`src/rtl/bcd7_pkg.sv`:
```
// Shared types and segment constants for the BCD 7-segment scan driver.
package bcd7_pkg;

  typedef logic [3:0] bcd_t;

  // One display position as held in the shadow/active buffers.
  typedef struct packed {
    logic dp;
    bcd_t dig;
  } disp_t;

  // Segment patterns {g,f,e,d,c,b,a}, active-high.
  localparam logic [6:0] SEG_0    = 7'h3F;
  localparam logic [6:0] SEG_1    = 7'h06;
  localparam logic [6:0] SEG_2    = 7'h5B;
  localparam logic [6:0] SEG_3    = 7'h4F;
  localparam logic [6:0] SEG_4    = 7'h66;
  localparam logic [6:0] SEG_5    = 7'h6D;
  localparam logic [6:0] SEG_6    = 7'h7D;
  localparam logic [6:0] SEG_7    = 7'h07;
  localparam logic [6:0] SEG_8    = 7'h7F;
  localparam logic [6:0] SEG_9    = 7'h6F;
  localparam logic [6:0] SEG_DASH = 7'h40;
  localparam logic [6:0] SEG_OFF  = 7'h00;

  localparam bit ACT_LOW  = 1'b1;
  localparam bit ACT_HIGH = 1'b0;

  // XOR mask that turns an active-high segment vector into the pin polarity.
  function automatic logic [6:0] seg_mask(input bit act_low);
    return act_low ? 7'h7F : 7'h00;
  endfunction

endpackage

```
`src/rtl/bcd_to_7seg.sv`:
```
// Combinational BCD to active-high 7-segment decoder; codes 10..15 show a dash.
module bcd_to_7seg
  import bcd7_pkg::*;
(
  input  bcd_t       bcd,
  output logic [6:0] seg
);

  always_comb begin
    seg = SEG_DASH;
    unique case (bcd)
      4'd0:    seg = SEG_0;
      4'd1:    seg = SEG_1;
      4'd2:    seg = SEG_2;
      4'd3:    seg = SEG_3;
      4'd4:    seg = SEG_4;
      4'd5:    seg = SEG_5;
      4'd6:    seg = SEG_6;
      4'd7:    seg = SEG_7;
      4'd8:    seg = SEG_8;
      4'd9:    seg = SEG_9;
      default: seg = SEG_DASH;
    endcase
  end

endmodule

```
`src/rtl/bcd_7seg_scan_driver.sv`:
```
// Time-multiplexed 7-segment driver: prescaler, digit scan, tear-free
// shadow/active buffer, leading-zero and anti-ghost blanking.
module bcd_7seg_scan_driver
  import bcd7_pkg::*;
#(
  parameter int NUM_DIGITS     = 4,
  parameter int SCAN_DIV       = 1000,
  parameter int BLANK_CYC      = 1,
  parameter bit SEG_ACTIVE_LOW = ACT_LOW,
  parameter bit DIG_ACTIVE_LOW = ACT_LOW
) (
  input  logic                    clk,
  input  logic                    rstn,
  input  logic [4*NUM_DIGITS-1:0] digits_in,
  input  logic [NUM_DIGITS-1:0]   dp_in,
  input  logic                    load,
  input  logic                    blank_lz,
  output logic [6:0]              seg_out,
  output logic                    dp_out,
  output logic [NUM_DIGITS-1:0]   dig_en,
  output logic [((NUM_DIGITS > 1) ? $clog2(NUM_DIGITS) : 1)-1:0] scan_idx,
  output logic                    frame_done
);

  localparam int SW = (NUM_DIGITS > 1) ? $clog2(NUM_DIGITS) : 1;
  localparam int PW = $clog2(SCAN_DIV);
  localparam logic [6:0]            SEG_INV = seg_mask(SEG_ACTIVE_LOW);
  localparam logic [NUM_DIGITS-1:0] DIG_INV = DIG_ACTIVE_LOW ? {NUM_DIGITS{1'b1}} : '0;

  logic [PW-1:0]                    presc_q, presc_d;
  logic [SW-1:0]                    scan_q, scan_d;
  disp_t [NUM_DIGITS-1:0]           shadow_q, shadow_d, active_q, active_d, load_v;
  logic [6:0]                       seg_q, seg_d;
  logic                             dp_q, dp_d, fd_q, fd_d;
  logic [NUM_DIGITS-1:0]            dig_q, dig_d, dig_hi, lz_blank;
  logic [NUM_DIGITS-1:0][6:0]       dec;
  logic [6:0]                       seg_hi;
  logic                             dp_hi, slot_tick, frame_tick, in_blank, run;

  for (genvar i = 0; i < NUM_DIGITS; i++) begin : g_dig
    assign load_v[i].dp  = dp_in[i];
    assign load_v[i].dig = digits_in[4*i +: 4];
    bcd_to_7seg u_dec (.bcd(active_q[i].dig), .seg(dec[i]));
  end

  // Blanking propagates downward from the top digit while digits stay zero
  // with no decimal point; digit 0 always shows.
  always_comb begin
    lz_blank = '0;
    run      = blank_lz;
    for (int i = NUM_DIGITS - 1; i > 0; i--) begin
      run         = run && (active_q[i].dig == 4'd0) && !active_q[i].dp;
      lz_blank[i] = run;
    end
  end

  assign slot_tick  = (presc_q == PW'(SCAN_DIV - 1));
  assign frame_tick = slot_tick && (scan_q == SW'(NUM_DIGITS - 1));
  assign in_blank   = (BLANK_CYC > 0) && (presc_q < PW'(BLANK_CYC));

  always_comb begin
    presc_d  = slot_tick ? '0 : presc_q + 1'b1;
    scan_d   = scan_q;
    if (slot_tick)
      scan_d = (scan_q == SW'(NUM_DIGITS - 1)) ? '0 : scan_q + 1'b1;
    shadow_d = load ? load_v : shadow_q;
    // Active only changes between frames, so a frame never mixes two loads.
    active_d = frame_tick ? shadow_q : active_q;
    fd_d     = frame_tick;

    seg_hi = SEG_OFF;
    dp_hi  = 1'b0;
    dig_hi = '0;
    if (!in_blank) begin
      dig_hi[scan_q] = 1'b1;
      dp_hi          = active_q[scan_q].dp;
      if (!lz_blank[scan_q]) seg_hi = dec[scan_q];
    end
    seg_d = seg_hi ^ SEG_INV;
    dp_d  = dp_hi ^ SEG_ACTIVE_LOW;
    dig_d = dig_hi ^ DIG_INV;
  end

  always_ff @(posedge clk) begin
    if (!rstn) begin
      presc_q  <= '0;
      scan_q   <= '0;
      shadow_q <= '0;
      active_q <= '0;
      fd_q     <= 1'b0;
      seg_q    <= SEG_OFF ^ SEG_INV;
      dp_q     <= SEG_ACTIVE_LOW;
      dig_q    <= DIG_INV;
    end else begin
      presc_q  <= presc_d;
      scan_q   <= scan_d;
      shadow_q <= shadow_d;
      active_q <= active_d;
      fd_q     <= fd_d;
      seg_q    <= seg_d;
      dp_q     <= dp_d;
      dig_q    <= dig_d;
    end
  end

  assign seg_out    = seg_q;
  assign dp_out     = dp_q;
  assign dig_en     = dig_q;
  assign scan_idx   = scan_q;
  assign frame_done = fd_q;

endmodule

```
`config.mk`:
```
export PLATFORM = sky130hd
export DESIGN_NAME = bcd_7seg_scan_driver
export DESIGN_NICKNAME = d
export VERILOG_FILES = /design/src/rtl/bcd7_pkg.sv /design/src/rtl/bcd_to_7seg.sv /design/src/rtl/bcd_7seg_scan_driver.sv
export SDC_FILE = /design/constraint.sdc
export NUM_CORES = 1
export LEC_CHECK = 0
export CAP_MARGIN = 25
export CORE_MARGIN = 1
export CORE_UTILIZATION = 40
export CTS_CLUSTER_DIAMETER = 120
export DETAILED_ROUTE_END_ITERATION = 6
export PLACE_DENSITY_LB_ADDON = 0.05
export SLEW_MARGIN = 40
export SYNTH_ARGS = -nofsm -noshare
export SYNTH_HDL_FRONTEND = slang
export SYNTH_SLANG_ARGS = --single-unit
```
`constraint.sdc`:
```
create_clock -name clk -period 2.5 [get_ports clk]
set_clock_uncertainty 0.05 [all_clocks]
set_input_delay 0.5 -clock clk [delete_from_list [all_inputs] [get_ports clk]]
set_output_delay 0.5 -clock clk [all_outputs]
set_load 0.02 [all_outputs]
```
==> report_table.html <==
<table>
<tr><th>Metric</th><th>Value</th></tr>
<tr><th colspan="2">Die</th></tr>
<tr><td>Boundary Pins</td><td>39</td></tr>
<tr><td>Effective utilization at floorplan</td><td>41.47%</td></tr>
<tr><td>Core box area</td><td>0.01042 mm^2</td></tr>
<tr><td>DIE HEIGHT</td><td>105.9 um</td></tr>
<tr><td>Row count</td><td>37</td></tr>
<tr><td>Overall die width</td><td>around 110 um</td></tr>
<tr><td>Die Footprint</td><td>0.01122 mm^2</td></tr>
<tr><th colspan="2">Yosys</th></tr>
<tr><td>Top-area cell type share of the netlist area</td><td>43.11%</td></tr>
<tr><td>Post-synth ARST share</td><td>0%</td></tr>
<tr><td>Yosys Warn Count</td><td>0</td></tr>
<tr><td>Number of enable flip-flop cells after synthesis</td><td>0</td></tr>
<tr><td>Distinct cells, synth</td><td>46</td></tr>
<tr><td>Most common cell in the netlist</td><td>sky130_fd_sc_hd__dfxtp_1</td></tr>
<tr><td>Flip-flop and latch count after synthesis</td><td>93</td></tr>
<tr><td>Netlist area before placement</td><td>0.004319 mm^2</td></tr>
<tr><td>Synth area leader</td><td>sky130_fd_sc_hd__dfxtp_1</td></tr>
<tr><td>Synthesized netlist cell count</td><td>431</td></tr>
<tr><td>Average footprint of a synthesized cell</td><td>10.02 um^2</td></tr>
<tr><td>Synth Net Count</td><td>slightly below 500</td></tr>
<tr><td>Dominant synthesized flop cell</td><td>sky130_fd_sc_hd__dfxtp_1</td></tr>
<tr><td>Most area-consuming cells after synthesis</td><td>sky130_fd_sc_hd__dfxtp_1, sky130_fd_sc_hd__ha_1, sky130_fd_sc_hd__mux2i_1</td></tr>
<tr><td>Sequential area share after synthesis</td><td>between 40% and 50%</td></tr>
<tr><td>Top cells by instance count after synthesis</td><td>sky130_fd_sc_hd__dfxtp_1, sky130_fd_sc_hd__nand2_1, sky130_fd_sc_hd__nor2_1, sky130_fd_sc_hd__ha_1, sky130_fd_sc_hd__mux2i_1</td></tr>
<tr><th colspan="2">Timing</th></tr>
<tr><td>Setup_tns</td><td>0 ps</td></tr>
<tr><td>Endpoints failing setup</td><td>0</td></tr>
<tr><td>Max Slew Vio Count</td><td>0</td></tr>
<tr><td>Unrepaired setup endpoints after global routing</td><td>no</td></tr>
<tr><td>Highest attainable clock frequency</td><td>425.2 MHz</td></tr>
<tr><td>Fin crit period</td><td>roughly 2400 ps</td></tr>
<tr><td>Worst slew slack as a fraction of its limit</td><td>70.48%</td></tr>
<tr><td>Pin slew with the least headroom to its limit</td><td>~430 ps</td></tr>
<tr><td>Final Hold Fails</td><td>0</td></tr>
<tr><td>Post-route clock period utilization</td><td>94.06%</td></tr>
<tr><th colspan="2">GRT</th></tr>
<tr><td>First-pass GRT wire length</td><td>16420 um</td></tr>
<tr><td>Via count of the first global-routing pass</td><td>3229</td></tr>
<tr><td>Total gr overflow</td><td>0</td></tr>
<tr><td>Global routing usage summed across all routing layers</td><td>19.00%</td></tr>
<tr><td>Largest net degree at the start of global routing</td><td>28</td></tr>
<tr><td>Initial antenna violation count</td><td>0</td></tr>
<tr><th colspan="2">Routing</th></tr>
<tr><td>Drt via density</td><td>roughly 5.1</td></tr>
<tr><td>Total number of vias</td><td>3229</td></tr>
<tr><td>Initial drt markers</td><td>131</td></tr>
<tr><td>Number of nets still failing antenna checks after routing</td><td>0</td></tr>
<tr><td>Total DRC errors in the routed layout</td><td>0</td></tr>
<tr><td>First-pass iteration count of the detailed router</td><td>4</td></tr>
<tr><td>Wire length per cell</td><td>15.64 um</td></tr>
<tr><td>Routed Wire Length</td><td>9870 um</td></tr>
<tr><th colspan="2">Pwr</th></tr>
<tr><td>Power density over cell area</td><td>roughly 550 mW/mm^2</td></tr>
<tr><td>Largest voltage drop on the vdd net</td><td>~0.25 mV</td></tr>
<tr><td>Leakage</td><td>2.113 nW</td></tr>
<tr><th colspan="2">Worst setup path</th></tr>
<tr><td>Cell class contributing the biggest share of worst-path delay</td><td>simple AND/OR/NAND/NOR gates</td></tr>
<tr><td>Levels on crit path</td><td>8</td></tr>
<tr><td>Worst Setup SP</td><td>presc_q[1]</td></tr>
<tr><td>Category of the worst setup path capture point</td><td>flip-flop</td></tr>
<tr><td>R2r worst-path depth</td><td>8</td></tr>
<tr><td>Cell with the biggest individual delay on the critical path</td><td>sky130_fd_sc_hd__dfxtp_1</td></tr>
<tr><td>CP cell instances</td><td>ha_2 &gt; and4bb_1 &gt; and4_4 &gt; buf_4 &gt; buf_4 &gt; mux2_4 &gt; a211oi_2 &gt; o22ai_1</td></tr>
<tr><td>Critical path buffers and inverters</td><td>2</td></tr>
<tr><td>Maximum net fanout on the critical path</td><td>7</td></tr>
<tr><td>Sort of element at the start of the critical path</td><td>flip-flop</td></tr>
<tr><td>Reg-to-Reg Start</td><td>presc_q[1]</td></tr>
<tr><td>Arrival time at the worst endpoint</td><td>2530 ps</td></tr>
<tr><td>WP data required</td><td>2680 ps</td></tr>
<tr><td>Category of the critical setup timing path</td><td>reg -&gt; reg</td></tr>
<tr><td>CP max stage delay</td><td>370 ps</td></tr>
<tr><td>CP most frequent cell</td><td>sky130_fd_sc_hd__buf_4</td></tr>
<tr><th colspan="2">Clocking</th></tr>
<tr><td>Total number of H-tree levels</td><td>3</td></tr>
<tr><td>CTS sink count</td><td>93</td></tr>
<tr><td>Clk_lat worst skew</td><td>360 ps</td></tr>
<tr><td>CTS tree</td><td>yes</td></tr>
<tr><td>Max Root-Sink Buffers</td><td>2</td></tr>
<tr><td>Total clock buffers created by CTS</td><td>9</td></tr>
<tr><td>Number of buffers inserted for hold repair after clock tree synthesis</td><td>0</td></tr>
<tr><td>Root Buffer</td><td>sky130_fd_sc_hd__clkbuf_8</td></tr>
<tr><td>Clock-pin slew on the worst setup and hold paths</td><td>100 ps</td></tr>
<tr><th colspan="2">Layout</th></tr>
<tr><td>Number of standard cells in the final layout excluding fillers</td><td>approximately 630</td></tr>
<tr><td>Post-synthesis to final-layout area growth</td><td>21.32%</td></tr>
<tr><td>Share of layout cells above drive strength 1</td><td>19.60%</td></tr>
<tr><td>Antenna Cells</td><td>0</td></tr>
<tr><td>Nets@finish</td><td>~540</td></tr>
<tr><th colspan="2">Run</th></tr>
<tr><td>Max_cap viols</td><td>0</td></tr>
<tr><th colspan="2">Hold path</th></tr>
<tr><td>Source of the worst hold timing path</td><td>presc_q[0]</td></tr>
<tr><td>Path type of the worst min-delay path</td><td>reg -&gt; reg</td></tr>
<tr><td>Hold depth</td><td>1</td></tr>
<tr><th colspan="2">Placed design</th></tr>
<tr><td>GP Congestion</td><td>approximately 0.85</td></tr>
<tr><td>Total half-perimeter wirelength after legalization and detailed placement</td><td>roughly 7500 um</td></tr>
<tr><td>Cell Count Post-Placement</td><td>613</td></tr>
<tr><td>Count of input and output buffers</td><td>38</td></tr>
<tr><th colspan="2">Run status</th></tr>
<tr><td>Status</td><td>finished, final reports clean</td></tr>
</table>
[through the flow]
step / power (W) / setup slack (ps) / hold slack (ps) / cell area [um^2] / util, %
after CTS: 0.002913 / 12.51 / 386.1 / 5209 / 50.01
after floorplan: 0.001664 / 18.44 / 357.3 / 4330 / -
after global routing: 0.002994 / 9.625 / 409.3 / 5240 / 50.31
final: 0.002880 / 148.4 / 381.6 / 5240 / 50.31
after detailed placement: 0.001764 / 31.68 / 371.9 / 4979 / 47.80
after global placement: 0.001763 / 62.37 / 365.3 / 4979 / 47.80
[path summary, 6_finish.rpt]
| check | end | slack [ps] |
|---|---|---|
| worst min-delay path | presc_q[0] | 380 |
| worst max register to register | g_dig[0].u_dec.seg[0] | 150 |
| worst min register to register | presc_q[0] | 380 |
| worst max-delay path | g_dig[0].u_dec.seg[0] | 150 |
[flip-flops by register name, summed over array words and instances, names as in the netlist]
| name | flops |
|---|---|
| g_dig.u_dec.seg | 28 |
| active_q | 20 |
| shadow_q | 20 |
| presc_q | 10 |
| seg_out | 7 |
| dig_en | 4 |
| scan_idx | 2 |
| dp_out | 1 |
| frame_done | 1 |
[placed cells by master, fill, tap and decap left out, drive strengths merged, types with 12 or more instances in the layout]
cell type and instances:
dfxtp 93, mux2i 26, buf 28, nand2 57, inv 32, ha 30, nor2 39, a21oi 13
o22ai 12, clkdlybuf4s50 38
[final cells by class]
| class | instances | area, um^2 |
|---|---|---|
| Timing Repair Buffer | 66 | 615.6 |
| Sequential cell | 93 | 1863 |
| Clock buffer | 10 | 137.6 |
| Multi-Input combinational cell | 290 | 2248 |
| Clock inverter | 6 | 92.59 |
| Inverter | 30 | 112.6 |
| Tap cell | 136 | 170.2 |
| Fill cell | 990 | 5176 |
[logic make-up (layout without fill, tap and decap cells)]
| group | count (synthesis) | count (layout) | synth area share (%) |
|---|---|---|---|
| AO/OA/AOI/OAI | 60 | 60 | 11.65 |
| XOR/XNOR | 8 | 8 | 1.622 |
| adder cells (fa/ha/maj) | 30 | 30 | 8.691 |
| buffers and inverters | 48 | 112 | 5.070 |
| flip-flops | 93 | 93 | 43.11 |
| multiplexers | 38 | 38 | 11.94 |
| AND/OR/NAND/NOR | 154 | 154 | 17.93 |
[power breakdown]
part / total, W / switching (W) / internal, W
clock: 0.00115 / 0.000557 / 0.000598
combinational: 0.000184 / 0.0000880 / 0.0000963
sequential: 0.00154 / 0.0000250 / 0.00152
[timing repair]
action / 4_1_cts / 5_1_grt
setup buffers: 0 / 2
endpoints found under the setup margin: 0 / 8
resized for setup: 0 / 1
[per-layer routing]
metal / up-vias / share of wire, % / GRT usage [%]
li1: 1608 / - / -
met1: 1549 / 44 / 22.14
met2: 60 / 52 / 35.01
met3: 12 / 3.3 / 3.433
met4: 0 / 1.4 / 6.052
met5: - / 0 / 0
Note: power is estimated with default switching activity, not from simulation.
